[src/rtl/cpu_pkg.sv]
// Shared CPU decode definitions: opcode values, ALU operation classes and
// the control bundle carried from decode into execute.
package cpu_pkg;

   localparam int CPU_OPCODE_W = 7;
   localparam int CPU_ALUOP_W  = 2;

   // RV64 major opcodes recognised by the main decoder
   localparam logic [CPU_OPCODE_W-1:0] OPC_LOAD    = 7'b0000011;
   localparam logic [CPU_OPCODE_W-1:0] OPC_STORE   = 7'b0100011;
   localparam logic [CPU_OPCODE_W-1:0] OPC_OP      = 7'b0110011;
   localparam logic [CPU_OPCODE_W-1:0] OPC_OP32    = 7'b0111011;
   localparam logic [CPU_OPCODE_W-1:0] OPC_OPIMM   = 7'b0010011;
   localparam logic [CPU_OPCODE_W-1:0] OPC_OPIMM32 = 7'b0011011;
   localparam logic [CPU_OPCODE_W-1:0] OPC_BRANCH  = 7'b1100011;
   localparam logic [CPU_OPCODE_W-1:0] OPC_JAL     = 7'b1101111;
   localparam logic [CPU_OPCODE_W-1:0] OPC_JALR    = 7'b1100111;
   localparam logic [CPU_OPCODE_W-1:0] OPC_LUI     = 7'b0110111;
   localparam logic [CPU_OPCODE_W-1:0] OPC_AUIPC   = 7'b0010111;

   // ALU operation classes; R/I classes are refined later by funct fields
   localparam logic [CPU_ALUOP_W-1:0] ALUOP_ADD = 2'b00;
   localparam logic [CPU_ALUOP_W-1:0] ALUOP_BR  = 2'b01;
   localparam logic [CPU_ALUOP_W-1:0] ALUOP_R   = 2'b10;
   localparam logic [CPU_ALUOP_W-1:0] ALUOP_I   = 2'b11;

   typedef struct packed {
      logic [CPU_ALUOP_W-1:0] alu_op;
      logic                   alu_src;
      logic                   reg_w;
      logic                   mem_w;
      logic                   mem_r;
      logic                   mem_to_reg;
      logic                   branch;
      logic                   jump;
      logic                   illegal;
   } ctrl_t;

   // All-zero bundle: no architectural side effects
   localparam ctrl_t CTRL_NOP = '0;

endpackage

[src/rtl/control_decode.sv]
// Purely combinational opcode-to-control-bundle mapping. Unknown opcodes
// yield the NOP bundle with the illegal flag raised; gating by instruction
// validity is left to the caller.
module control_decode
   import cpu_pkg::*;
(
   input  logic [CPU_OPCODE_W-1:0] opcode,
   output ctrl_t                   ctrl
);

   // Opcode lookup; default covers every unrecognised encoding
   always_comb begin
      ctrl         = CTRL_NOP;
      ctrl.illegal = 1'b1;
      unique case (opcode)
         OPC_LOAD: begin
            ctrl            = CTRL_NOP;
            ctrl.alu_op     = ALUOP_ADD;
            ctrl.alu_src    = 1'b1;
            ctrl.reg_w      = 1'b1;
            ctrl.mem_r      = 1'b1;
            ctrl.mem_to_reg = 1'b1;
         end
         OPC_STORE: begin
            ctrl         = CTRL_NOP;
            ctrl.alu_op  = ALUOP_ADD;
            ctrl.alu_src = 1'b1;
            ctrl.mem_w   = 1'b1;
         end
         OPC_OP, OPC_OP32: begin
            ctrl        = CTRL_NOP;
            ctrl.alu_op = ALUOP_R;
            ctrl.reg_w  = 1'b1;
         end
         OPC_OPIMM, OPC_OPIMM32: begin
            ctrl         = CTRL_NOP;
            ctrl.alu_op  = ALUOP_I;
            ctrl.alu_src = 1'b1;
            ctrl.reg_w   = 1'b1;
         end
         OPC_BRANCH: begin
            ctrl        = CTRL_NOP;
            ctrl.alu_op = ALUOP_BR;
            ctrl.branch = 1'b1;
         end
         OPC_JAL, OPC_JALR: begin
            // ALU forms the target address; rd receives the link value
            ctrl         = CTRL_NOP;
            ctrl.alu_op  = ALUOP_ADD;
            ctrl.alu_src = 1'b1;
            ctrl.reg_w   = 1'b1;
            ctrl.jump    = 1'b1;
         end
         OPC_LUI, OPC_AUIPC: begin
            ctrl         = CTRL_NOP;
            ctrl.alu_op  = ALUOP_ADD;
            ctrl.alu_src = 1'b1;
            ctrl.reg_w   = 1'b1;
         end
         default: begin
            ctrl         = CTRL_NOP;
            ctrl.illegal = 1'b1;
         end
      endcase
   end

endmodule

[src/rtl/control_unit.sv]
// Main decoder: combinational opcode decode, gated by in_valid, captured in
// a single decode register that feeds execute.
module control_unit
   import cpu_pkg::*;
#(
   parameter int OPCODE_W = 7,
   parameter int ALUOP_W  = 2
) (
   input  logic                clk,
   input  logic                rst_n,
   input  logic                in_valid,
   input  logic [OPCODE_W-1:0] opcode,
   output logic [ALUOP_W-1:0]  ctrl_ALU_op,
   output logic                ctrl_ALU_src,
   output logic                ctrl_reg_w,
   output logic                ctrl_mem_w,
   output logic                ctrl_mem_r,
   output logic                ctrl_mem_to_reg,
   output logic                ctrl_branch,
   output logic                ctrl_jump,
   output logic                ctrl_illegal
);

   ctrl_t dec_ctrl;
   ctrl_t nxt_ctrl;
   ctrl_t ctrl_q;

   control_decode u_decode (
      .opcode (opcode),
      .ctrl   (dec_ctrl)
   );

   // Bubbles become NOPs; an invalid slot never reports an illegal opcode
   always_comb begin
      nxt_ctrl = CTRL_NOP;
      if (in_valid) nxt_ctrl = dec_ctrl;
   end

   // Decode register; reset clears to the NOP bundle and drops pending decode
   always_ff @(posedge clk or negedge rst_n) begin
      if (!rst_n) ctrl_q <= CTRL_NOP;
      else        ctrl_q <= nxt_ctrl;
   end

   assign ctrl_ALU_op     = ctrl_q.alu_op;
   assign ctrl_ALU_src    = ctrl_q.alu_src;
   assign ctrl_reg_w      = ctrl_q.reg_w;
   assign ctrl_mem_w      = ctrl_q.mem_w;
   assign ctrl_mem_r      = ctrl_q.mem_r;
   assign ctrl_mem_to_reg = ctrl_q.mem_to_reg;
   assign ctrl_branch     = ctrl_q.branch;
   assign ctrl_jump       = ctrl_q.jump;
   assign ctrl_illegal    = ctrl_q.illegal;

endmodule

[config.mk]
export PLATFORM = sky130hd
export DESIGN_NAME = control_unit
export DESIGN_NICKNAME = d
export VERILOG_FILES = /design/src/rtl/cpu_pkg.sv /design/src/rtl/control_decode.sv /design/src/rtl/control_unit.sv
export SDC_FILE = /design/constraint.sdc
export NUM_CORES = 1
export LEC_CHECK = 0
export BUFFER_PORTS_ARGS = -buffer_cell sky130_fd_sc_hd__buf_2
export CORE_AREA = 3 3 40 42
export CTS_CLUSTER_SIZE = 40
export DETAILED_ROUTE_END_ITERATION = 6
export DIE_AREA = 0 0 43 45
export GPL_ROUTABILITY_DRIVEN = 0
export PLACE_DENSITY_LB_ADDON = 0.2
export REMOVE_ABC_BUFFERS = 1
export SETUP_SLACK_MARGIN = 0.2
export SLEW_MARGIN = 25
export SYNTH_ARGS = -nofsm -noshare
export SYNTH_HDL_FRONTEND = slang
export SYNTH_SLANG_ARGS = --single-unit
[constraint.sdc]
create_clock -name clk -period 0.8 [get_ports clk]
set_input_delay 0.16 -clock clk [delete_from_list [all_inputs] [get_ports clk]]
set_output_delay 0.16 -clock clk [all_outputs]
set_load 0.02 [all_outputs]
# Yosys cells after proc, flatten, opt, wreduce, memory -nomap -nowiden

Index checks and enable logic that the tools add are counted.

Equal/unequal tests: 11
Reductions and logical operators: 4
Muxes and demuxes: 2

Operators by type and width:

| operator           | number |
|---|---|
| $pmux 10 s7        | 1 |
| $eq 7x6->1 const B | 4 |
| $eq 7x5->1 const B | 3 |
| $eq 7x7->1 const B | 3 |
| $mux 10            | 1 |
| $reduce_or 2->1    | 4 |
| $eq 7x2->1 const B | 1 |

Word-level logic and storage cells: 26
Output and inout port bits: 10
Register bits after elaboration: 10
Input port bits: 10

# Longest topological paths before layout

Gate-level depths: netlist (run 1).

Depth in word-level cells: 4
Depth in mapped cells: 4
Gate-level depth less buffers: 3

# Cells and area by module

From an unflattened synthesis (run 1), not the netlist that was laid out.

Cell total of the unflattened synthesis: 48
Area, all modules: 494.2 sq um

Modules (own cells, without submodules):

| module         | cells an instance | instances | area an instance (sq um) | seq. area each (sq um) |
|---|---|---|---|---|
| control_unit   | 20                | 1         | 312.8                    | 250.2 |
| control_decode | 28                | 1         | 181.4                    | 0.0 |

# Worst setup path after synthesis (run 1)

OpenSTA, ideal clock, no wires.

Kind: input to register
From: input opcode[2]
To: register ctrl_q, in the netlist ctrl_ALU_src
Path buffers: 1
Cell stages on the path: 3
Setup slack: -0.190 ns
Library setup time: 0.084 ns
Required time: 0.716 ns
Data arrival time: 0.906 ns
Path through: buf_6 -> or4_4 -> a31oi_1

RTL lines:

| element              | RTL line           | RTL |
|---|---|---|
| from (decl)          | control_unit.sv:12 | `input logic [OPCODE_W-1:0] opcode,` |
| to (signal assigned) | control_unit.sv:42 | `else ctrl_q <= nxt_ctrl;` |
| to (decl)            | control_unit.sv:26 | `ctrl_t ctrl_q;` |

# Worst setup path after layout (run 1)

From: register ctrl_q, in the netlist ctrl_mem_r
To: output ctrl_mem_r

RTL lines:

| element   | RTL line           | RTL |
|---|---|---|
| to (decl) | control_unit.sv:17 | `output logic ctrl_mem_r,` |

No word-level cell between the ends.

==> results of run 1 <==
-- registers in the layout, summed over array words and instances (netlist names) --
signal	flops
ctrl_ALU_op	2
ctrl_ALU_src	1
ctrl_branch	1
ctrl_illegal	1
ctrl_jump	1
ctrl_mem_r	1
ctrl_mem_w	1
ctrl_reg_w	1
-- layout make-up --
| cell class | instances | area (sq um) |
|---|---|---|
| Fill cell | 109 | 558 |
| Clock buffer | 4 | 26.3 |
| Multi-Input combinational cell | 22 | 190 |
| Inverter | 3 | 11.3 |
| Tap cell | 15 | 18.8 |
| Sequential cell | 9 | 225 |
| Timing Repair Buffer | 28 | 255 |
-- what timing repair did --
| action | CTS | global route |
|---|---|---|
| setup buffers | 0 | 1 |
| endpoints found under the hold margin | 9 | 0 |
| hold buffers | 1 | 0 |
| setup endpoints to repair | 19 | 18 |
| pin swaps | 7 | 8 |
| gates resized for setup | 34 | 3 |
-- metal layers --
metal	share of wire, %	vias up	track usage, %
li1	-	190	-
met1	38	170	11.8
met2	51	18	15.6
met3	8.7	2	0.398
met4	1.7	0	10.8
met5	0	-	0
-- worst max-delay path by stage --
stage / cells past startpoint / to / slack, ns / start
after detailed placement: 3 / ctrl_ALU_src / -0.29 / opcode[6]
after global routing: 1 / ctrl_mem_r / -0.16 / ctrl_mem_r
after global placement: 4 / ctrl_illegal / -0.30 / opcode[4]
after floorplan: 2 / ctrl_ALU_src / -0.12 / opcode[6]
final: 1 / ctrl_mem_r / -0.14 / ctrl_mem_r
after CTS: 1 / ctrl_mem_r / -0.15 / ctrl_mem_r
-- cells by family (layout without fill, tap and decap cells) --
kind of cell	after synthesis	after routing	share of synthesized area, %
AND/OR/NAND/NOR	15	15	21.6
flip-flops	9	9	56.4
AO/OA/AOI/OAI	6	6	11.9
adder cells (fa/ha/maj)	1	1	2.51
buffers and inverters	5	35	7.52
-- power groups by stage --
stage          combinational, mW  sequential (mW)  clock [mW]
2_1_floorplan             0.0375            0.482           0
3_3_place_gp               0.132            0.472           0
3_5_place_dp               0.132            0.472           0
4_1_cts                    0.176            0.466       0.339
5_1_grt                    0.201            0.466       0.357
6_report                   0.185            0.466       0.323
-- cell usage in the layout (no fill, tap or decap) --
cell	instances
a31oi_1	2
or4_4	2
dlygate4sd3_1	1
nand2_1	3
buf_4	7
buf_6	10
nand3b_1	1
o211ai_1	1
or2_4	1
nor4_2	2
dfrtp_1	9
a211o_1	1
buf_8	3
a2bb2oi_2	1
nor3_2	3
inv_1	2
nor2b_1	1
inv_2	1
buf_2	7
maj3_2	1
clkbuf_4	3
clkbuf_1	1
nand3_2	1
nor2_1	1
o311a_1	1
==> summary.md, run 1 <==
| Metric | Value |
|---|---|
| # IOs | 20 |
| Residual DRC | 0 |
| Status | finished, violations left |
| Tcrit/Tclk final | 117% |
| Initial Util | a little under a third |
| Tmin final | about 0.94 ns |
| Final Max Slew Viols | 0 |
| Critical path launch point type | register |
| Initial antenna violation count | 0 |
| Worst hold slack | 0.180 ns |
| Sw Share | between 20% and 30% |
| Clock sink count | 9 |
| Slew Limit Headroom | between 80 and 90% |
| Starting DRT DRC Count | 4 |
| Max cap viols | 0 |
| Failing checks | setup timing |
| CP max FO | 2 |
| WHS Endpoint | ctrl_ALU_op[1] |
| Crit end category | output pin |
| Switching Power | roughly 0.22 mW |
| RSZ-0062 raised after global routing | yes |
| Final number of hold-violating endpoints | 0 |
| Most frequent cells after synthesis | dfrtp_1, inv_1, nand2_1, nor3_1 |
| Core area | between 1000 and 1500 sq um |
| Pin count of the biggest net entering global routing | 10 |
| Total number of vias | 380 |
| Die Ht | about 45 microns |
| Synth cell types | 20 |
| Placement Cell Area | roughly 550 sq um |
| Area share of the largest cell type after synthesis | between 50 and 60% |
| Synth Area per Inst | approximately 11 sq um |
| CP bufs+invs | 1 |
| Top cell family by delay on the critical path | flip-flops |
| Pleak | ~0.34 nW |
| Fin area | 727 sq um |
| H-tree depth | 1 |
| Share of layout cells above drive strength 1 | between 60% and 70% |
| Internal | ~0.76 mW |
| Crit-path slowest cell | dfrtp_1 |
| Clock power share | approximately a third |
| Logic pwr share | 19.0% |
| Ranking of synthesized cells by area | dfrtp_1, nor3_1, a31oi_1 |
| EDFF count, synth | 0 |
| Vias in the first global route | 353 |
| Worst min path class | primary input to register |
| N_diodes | 0 |
| Antenna Nets Post-Route | 0 |
| Final Non-Filler Cells | 81 |
| Gr usage total | 9.95% |
| Worst EP arrival | 0.78 ns |
| Biggest cell delay along the critical path | between 0.3 and 0.4 ns |
| Placed cells | 75 |
| Fmax | 1.07 GHz |
| Num rows | 13 |
| Clock transition at path regs | 0.05 ns |
| WL/cell | ~10 microns |
| Critical path cell sequence | buf_2 |
| PortBufs | 19 |
| Flops & latches, synth | 9 |
| Vias per cell | 4.69 |
| Ys Warns | 0 |
| Power density cells | 1340 nW/um^2 |
| Min-delay src | opcode[6] |
| Power Total | slightly below 1 mW |
| Clock root buffer | clkbuf_4 |
| Final setup margin | -0.136 ns |
| Worst Tran Pin Value | ~0.23 ns |
| Top FF cell, synth | dfrtp_1 |
| Mapped Area | approximately 400 sq um |
| Setup tns final | -1.14 ns |
| Count of final setup violators | 11 |
| Die Wd | 43 microns |
| Final core occ | 56.6% |
| Clock Path Buffers | 2 |
| Grt total ovfl | 0 |
| Hold Path Depth | 3 |
| VDD IR-drop max | 499 uV |
| Die ar. | between 1500 and 2000 sq um |
| Top cell type by total area after synthesis | dfrtp_1 |
| Worst endpoint required time | between 0.6 and 0.7 ns |
| Setup WS pre-CTS | -0.293 ns |
| Crit path kind | register to output pin |
| Most frequent cell after synthesis | dfrtp_1 |
| DRT Wirelength | between 800 and 900 microns |
| DR pass1 iterations | 2 |
| Total CTS buffers | 3 |
| Reg power frac | roughly 48% |
| Cells after Synth | 36 |
| First-pass GRT wire length | around 1400 microns |
| CTS tree | built |
| Async SR Flop Fraction | 100% |
| Register area share after synthesis | ~56% |
| Syn-to-layout area delta | 82.1% |
| Nets | just under 80 |
Power figures use the tool's default switching activity.
==> inputs of run 2 (changes only) <==
--- a/config.mk
+++ b/config.mk
@@ -5,6 +5,7 @@
 export SDC_FILE = /design/constraint.sdc
 export NUM_CORES = 1
 export LEC_CHECK = 0
+export ABC_AREA = 1
 export BUFFER_PORTS_ARGS = -buffer_cell sky130_fd_sc_hd__buf_2
 export CORE_AREA = 3 3 40 42
 export CTS_CLUSTER_SIZE = 40
==> run 2 against run 1 <==
The flow still finishes with violations (setup timing). Critical path depth is the same. Final cell count increased by 30%. Worst setup slack is essentially flat. Hold slack worse by 0.070 ns. Total power up 5.3%. Via count grew 25%. Count of clock-buffer cells in the layout stayed put. Critical endpoint unchanged. Largest cell class is now multi-input gates.
==> summary.md, run 2 <==
| Metric | Value |
|---|---|
| VDD IR-drop max | 541 uV (+8.5%) |
| Die Ht | 45 microns (unchanged) |
| WL/cell | 9.59 microns (-4.6%) |
| Power density cells | 1180 nW/um^2 (-12%) |
| Simple-gate share of the synthesized area | 36.7% (+15 points) |
| Initial antenna violation count | 0 (unchanged) |
| Clock sink count | 9 (unchanged) |
| Initial Util | 36.6% (+5.6 points) |
| Synth Area in Adders | 0% (-2.5 points) |
| Top sig layer | met4 |
| Mapped Area | 470 sq um (+18%) |
| Critical path launch point type | register |
| Final HPWL DP | 723 microns |
| Crit end category | output pin |
| Top cell family by delay on the critical path | flip-flops |
| Final number of hold-violating endpoints | 0 (unchanged) |
| Grt total ovfl | 0 (unchanged) |
| Placement Cell Area | 614 sq um (+12%) |
| First-pass GRT wire length | 1470 microns (+4.4%) |
| Count of final setup violators | 10 (-1) |
| Complex-gate fraction of the synthesized area | 4.26% (-7.7 points) |
| EDFF count, synth | 0 (unchanged) |
| Commonest non-fill, non-tap cells in the layout | buf_6, nand2_2, dfrtp_1 |
| CTS tree | built |
| Antenna Nets Post-Route | 0 (unchanged) |
| Commonest non-fill, non-tap cell in the layout | buf_6 |
| Most frequent cell after synthesis | nand2_1 |
| Post-synthesis xor/xnor area fraction | 0% (unchanged) |
| Synth cell types | 14 (-30%) |
| Pin count of the biggest net entering global routing | 10 (unchanged) |
| Worst EP arrival | 0.78 ns (about the same) |
| Top FF cell, synth | dfrtp_1 |
| Die Wd | 43 microns (unchanged) |
| # IOs | 20 (unchanged) |
| Clock transition at path regs | 0.06 ns (about the same) |
| Num rows | 13 (unchanged) |
| Metal2 WL | 570 microns (+37%) |
| Pleak | 0.480 nW (+40%) |
| DR pass1 iterations | 2 (unchanged) |
| Placed cells | 99 (+32%) |
| Max FFs per register | 2 (unchanged) |
| Nets | 101 (+31%) |
| Max cap viols | 0 (unchanged) |
| Share of layout cells above drive strength 1 | 70.0% (+6.4 points) |
| Total CTS buffers | 3 (unchanged) |
| Most frequent cells after synthesis | nand2_1, nor2_1, dfrtp_1, inv_1, inv_2 |
| Clock Path Buffers | 2 (unchanged) |
| Tcrit/Tclk final | 117% (about the same) |
| Metal3 WL | 70 microns (-1.4%) |
| Total number of vias | 475 (+25%) |
| RSZ-0062 raised after global routing | yes |
| Failing checks | setup timing |
| Critical path cell sequence | buf_2 |
| N_diodes | 0 (unchanged) |
| Synth Area per Inst | 7.71 sq um (-30%) |
| Area share of the largest cell type after synthesis | 47.9% (-8.6 points) |
| Vias in the first global route | 402 (+14%) |
| Worst min path class | primary input to register |
| Crit path kind | register to output pin |
| Register area share after synthesis | 47.9% (-8.6 points) |
| Tmin final | 0.935 ns (-0.000409 ns) |
| Fin area | 866 sq um (+19%) |
| Ys Warns | 0 (unchanged) |
| CP bufs+invs | 1 (unchanged) |
| Main combinational cell family by area after synthesis | simple AND/OR/NAND/NOR gates |
| Final core occ | 67.4% (+11 points) |
| DRT Wirelength | 1010 microns (+24%) |
| CP max FO | 2 (unchanged) |
| Multiplexer share of the synthesized area | 0% (unchanged) |
| Worst Tran Pin Value | 0.315 ns (+0.0889 ns) |
| Biggest cell delay along the critical path | 0.36 ns (about the same) |
| Crit-path slowest cell | dfrtp_1 |
| Power Total | 1.03 mW (+5.3%) |
| Worst endpoint required time | 0.64 ns (about the same) |
| Die ar. | 1940 sq um (unchanged) |
| Worst hold slack | 0.110 ns (-0.0703 ns) |
| Residual DRC | 0 (unchanged) |
| Ranking of synthesized cells by area | dfrtp_1, nand2_1, nor2_1 |
| Cells after Synth | 61 (+69%) |
| Final setup margin | -0.135 ns (+0.000409 ns) |
| Setup tns final | -1.21 ns (-0.0655 ns) |
| Final Non-Filler Cells | 105 (+30%) |
| Starting DRT DRC Count | 2 (-2) |
| PortBufs | 19 (unchanged) |
| DRT met1 WL | 334 microns (+7.4%) |
| Syn-to-layout area delta | 84.0% |
| Fmax | 1.07 GHz (about the same) |
| Core area | 1280 sq um (unchanged) |
| Slew Limit Headroom | 79.0% (-5.9 points) |
| Vias per cell | 4.52 (-3.6%) |
| Async SR Flop Fraction | 100% (unchanged) |
| Top cell type by total area after synthesis | dfrtp_1 |
| Gr usage total | 10.8% (+0.90 points) |
| Flops & latches, synth | 9 (unchanged) |
| H-tree depth | 1 (unchanged) |
| Status | finished, violations left |
| Final Max Slew Viols | 0 (unchanged) |
| Setup WS pre-CTS | -0.182 ns (+0.112 ns) |
| Clock root buffer | clkbuf_4 |
## run 2: cells by family after synthesis
kind of cell / count (synthesis)
buf+inv: 13
compound gates: 4
flops: 9
simple gates: 35
## run 2: tightest hold or removal path, delay by kind of cell
kind	cells	cell delay, ns
AOI/OAI and AO/OA	1	0.04
buffers and inverters	2	0.13
## run 2: final cells by class
cell class / instances / area, sq um
Fill cell: 120 / 419
Multi-Input combinational cell: 39 / 288
Tap cell: 15 / 18.8
Clock buffer: 4 / 26.3
Sequential cell: 9 / 225
Inverter: 12 / 52.6
Timing Repair Buffer: 26 / 255
## run 2: final timing paths
path	depth (start not counted)	endpoint	start
worst min-delay path	3	ctrl_ALU_src	in_valid
worst max-delay path	1	ctrl_mem_r	ctrl_mem_r
max in group asynchronous	2	ctrl_ALU_op[0]	rst_n
min in group asynchronous	2	ctrl_reg_w	rst_n
## run 2: report_power, final
group	internal, mW	switching (mW)	total [mW]
Combinational	0.103	0.117	0.220
Sequential	0.463	0.00360	0.467
Clock	0.191	0.148	0.339
Total	0.757	0.268	1.03
## run 2: layer usage
layer | track usage [%] | vias up
met1 | 10.2 | 216
met4 | 12.7 | 0
li1 | - | 236
met5 | 0 | -
met2 | 19.2 | 19
met3 | 1.20 | 4
## run 2: what timing repair did
action                                  CTS  global route
endpoints found under the setup margin   15            17
endpoints found under the hold margin     9             0
pin swaps                                13            11
hold buffers                              1             0
gates resized for setup                  39            23
setup buffers                             1             0
==> inputs of run 3 (changes only) <==
--- a/config.mk
+++ b/config.mk
@@ -15,7 +15,9 @@
 export PLACE_DENSITY_LB_ADDON = 0.2
 export REMOVE_ABC_BUFFERS = 1
 export SETUP_SLACK_MARGIN = 0.2
+export SKIP_LAST_GASP = 1
 export SLEW_MARGIN = 25
 export SYNTH_ARGS = -nofsm -noshare
 export SYNTH_HDL_FRONTEND = slang
 export SYNTH_SLANG_ARGS = --single-unit
+export TNS_END_PERCENT = 30
==> run 3 against run 2 <==
The run still ends with setup timing left. Flip-flop and latch count did not move. Total power down 8.5%. Die area did not move. Largest cell class is now registers. Non-clock buffer count fell by 1. Via count down 6.1%. Combinational power down 37%. Critical path type unchanged. Global-route usage decreased by 0.92 points.
==> summary.md, run 3 (synthesis gave the netlist of run 2 again) <==
| Metric | Value |
|---|---|
| Count of final setup violators | 10 (unchanged) |
| Slew Limit Headroom | 85.0% (+6.1 points) |
| Tmin final | 0.932 ns (-0.00346 ns) |
| Top cell family by delay on the critical path | flip-flops |
| Power density cells | 1390 nW/um^2 (+17%) |
| Vias in the first global route | 359 (-11%) |
| Grt total ovfl | 0 (unchanged) |
| Vias per cell | 4.29 (-5.2%) |
| Biggest cell delay along the critical path | 0.36 ns (about the same) |
| Crit path kind | register to output pin |
| Hold Path Depth | 3 (unchanged) |
| CTS tree | built |
| Crit end category | output pin |
| CP bufs+invs | 1 (unchanged) |
| Critical path cell sequence | buf_2 |
| N_diodes | 0 (unchanged) |
| RSZ-0062 raised after global routing | yes |
| Share of layout cells above drive strength 1 | 44.9% (-25 points) |
| First-pass GRT wire length | 1320 microns (-9.9%) |
| Final HPWL DP | 723 microns (unchanged) |
| Tcrit/Tclk final | 116% (-0.43 points) |
| Die Ht | 45 microns (unchanged) |
| Num rows | 13 (unchanged) |
| Clock transition at path regs | 0.06 ns (about the same) |
| Crit-path slowest cell | dfrtp_1 |
| Total CTS buffers | 3 (unchanged) |
| Die ar. | 1940 sq um (unchanged) |
| WHS Endpoint | ctrl_ALU_src |
| Status | finished, violations left |
| Critical path launch point type | register |
| CP max FO | 2 (unchanged) |
| Setup tns final | -1.19 ns (+0.0151 ns) |
| Die Wd | 43 microns (unchanged) |
| Total number of vias | 446 (-6.1%) |
| Pin count of the biggest net entering global routing | 10 (unchanged) |
| Power Total | 0.938 mW (-8.5%) |
| Worst Tran Pin Value | 0.224 ns (-0.0909 ns) |
| Nets | 100 (-0.99%) |
| Worst min path class | primary input to register |
| DR pass1 iterations | 2 (unchanged) |
| PortBufs | 19 (unchanged) |
| Final Max Slew Viols | 0 (unchanged) |
| H-tree depth | 1 (unchanged) |
| Failing checks | setup timing |
| Syn-to-layout area delta | 43.6% |
| # IOs | 20 (unchanged) |
| Residual DRC | 0 (unchanged) |
| Pleak | 0.446 nW (-7.1%) |
| Commonest non-fill, non-tap cells in the layout | buf_2, nand2_1, nor2_1 |
| Worst endpoint required time | 0.64 ns (about the same) |
| Initial Util | 36.6% (unchanged) |
| Gr usage total | 9.93% (-0.92 points) |
| Antenna Nets Post-Route | 0 (unchanged) |
| Initial antenna violation count | 0 (unchanged) |
| VDD IR-drop max | 465 uV (-14%) |
| Final number of hold-violating endpoints | 0 (unchanged) |
| Final setup margin | -0.132 ns (+0.00346 ns) |
| Max cap viols | 0 (unchanged) |
| Final Non-Filler Cells | 104 (-0.95%) |
| Post-CTS setup buffers | 0 (-1) |
| DRT Wirelength | 858 microns (-15%) |
| Commonest non-fill, non-tap cell in the layout | buf_2 |
| Clock sink count | 9 (unchanged) |
| Min-delay src | in_valid |
| Clock Path Buffers | 2 (unchanged) |
| Placed cells | 99 (unchanged) |
| Final core occ | 52.6% (-15 points) |
| Core area | 1280 sq um (unchanged) |
| Fmax | 1.07 GHz (+0.37%) |
| Starting DRT DRC Count | 1 (-1) |
| WL/cell | 8.25 microns (-14%) |
| Worst EP arrival | 0.77 ns (about the same) |
| Clock root buffer | clkbuf_4 |
| Max FFs per register | 2 (unchanged) |
run 3: report_power, final:
group          internal (mW)  switching, mW
logic                 0.0573         0.0806
clock network          0.191          0.143
registers              0.463        0.00297
total                  0.711          0.226
run 3: worst max-delay path by stage:
stage / startpoint / end / slack, ns / cells after the start
detailed placement: opcode[3] / ctrl_illegal / -0.18 / 9
finish: ctrl_mem_r / ctrl_mem_r / -0.13 / 1
floorplan: opcode[3] / ctrl_illegal / 0.001 / 8
global placement: opcode[3] / ctrl_illegal / -0.16 / 9
global route: ctrl_mem_r / ctrl_mem_to_reg / -0.16 / 1
CTS: ctrl_mem_r / ctrl_mem_to_reg / -0.15 / 1
run 3: layout make-up:
| type | count | area (sq um) |
|---|---|---|
| fill | 142 | 609 |
| sequential | 9 | 225 |
| multi-input combinational | 39 | 193 |
| timing repair buffer | 25 | 168 |
| inverter | 12 | 45.0 |
| clock buffer | 4 | 26.3 |
| tap | 15 | 18.8 |
run 3: layer usage:
| metal | up-vias | wire length, microns | track usage, % |
|---|---|---|---|
| li1 | 235 | - | - |
| met5 | - | 0 | 0 |
| met4 | 0 | 33 | 12.7 |
| met3 | 4 | 67 | 1.20 |
| met2 | 19 | 407 | 17.1 |
| met1 | 188 | 349 | 9.20 |
run 3: through the flow:
step / instance area, sq um / setup slack [ns] / hold slack [ns]
floorplan: 463 / 0.00124 / -0.136
global placement: 614 / -0.158 / 0.0138
detailed placement: 614 / -0.182 / 0.0139
CTS: 663 / -0.149 / 0.0991
global route: 676 / -0.155 / 0.134
finish: 676 / -0.132 / 0.110
run 3: what timing repair did:
item	in CTS	in global routing
hold buffers	1	0
setup endpoints to repair	15	18
gates resized for setup	4	4
endpoints found under the hold margin	9	0
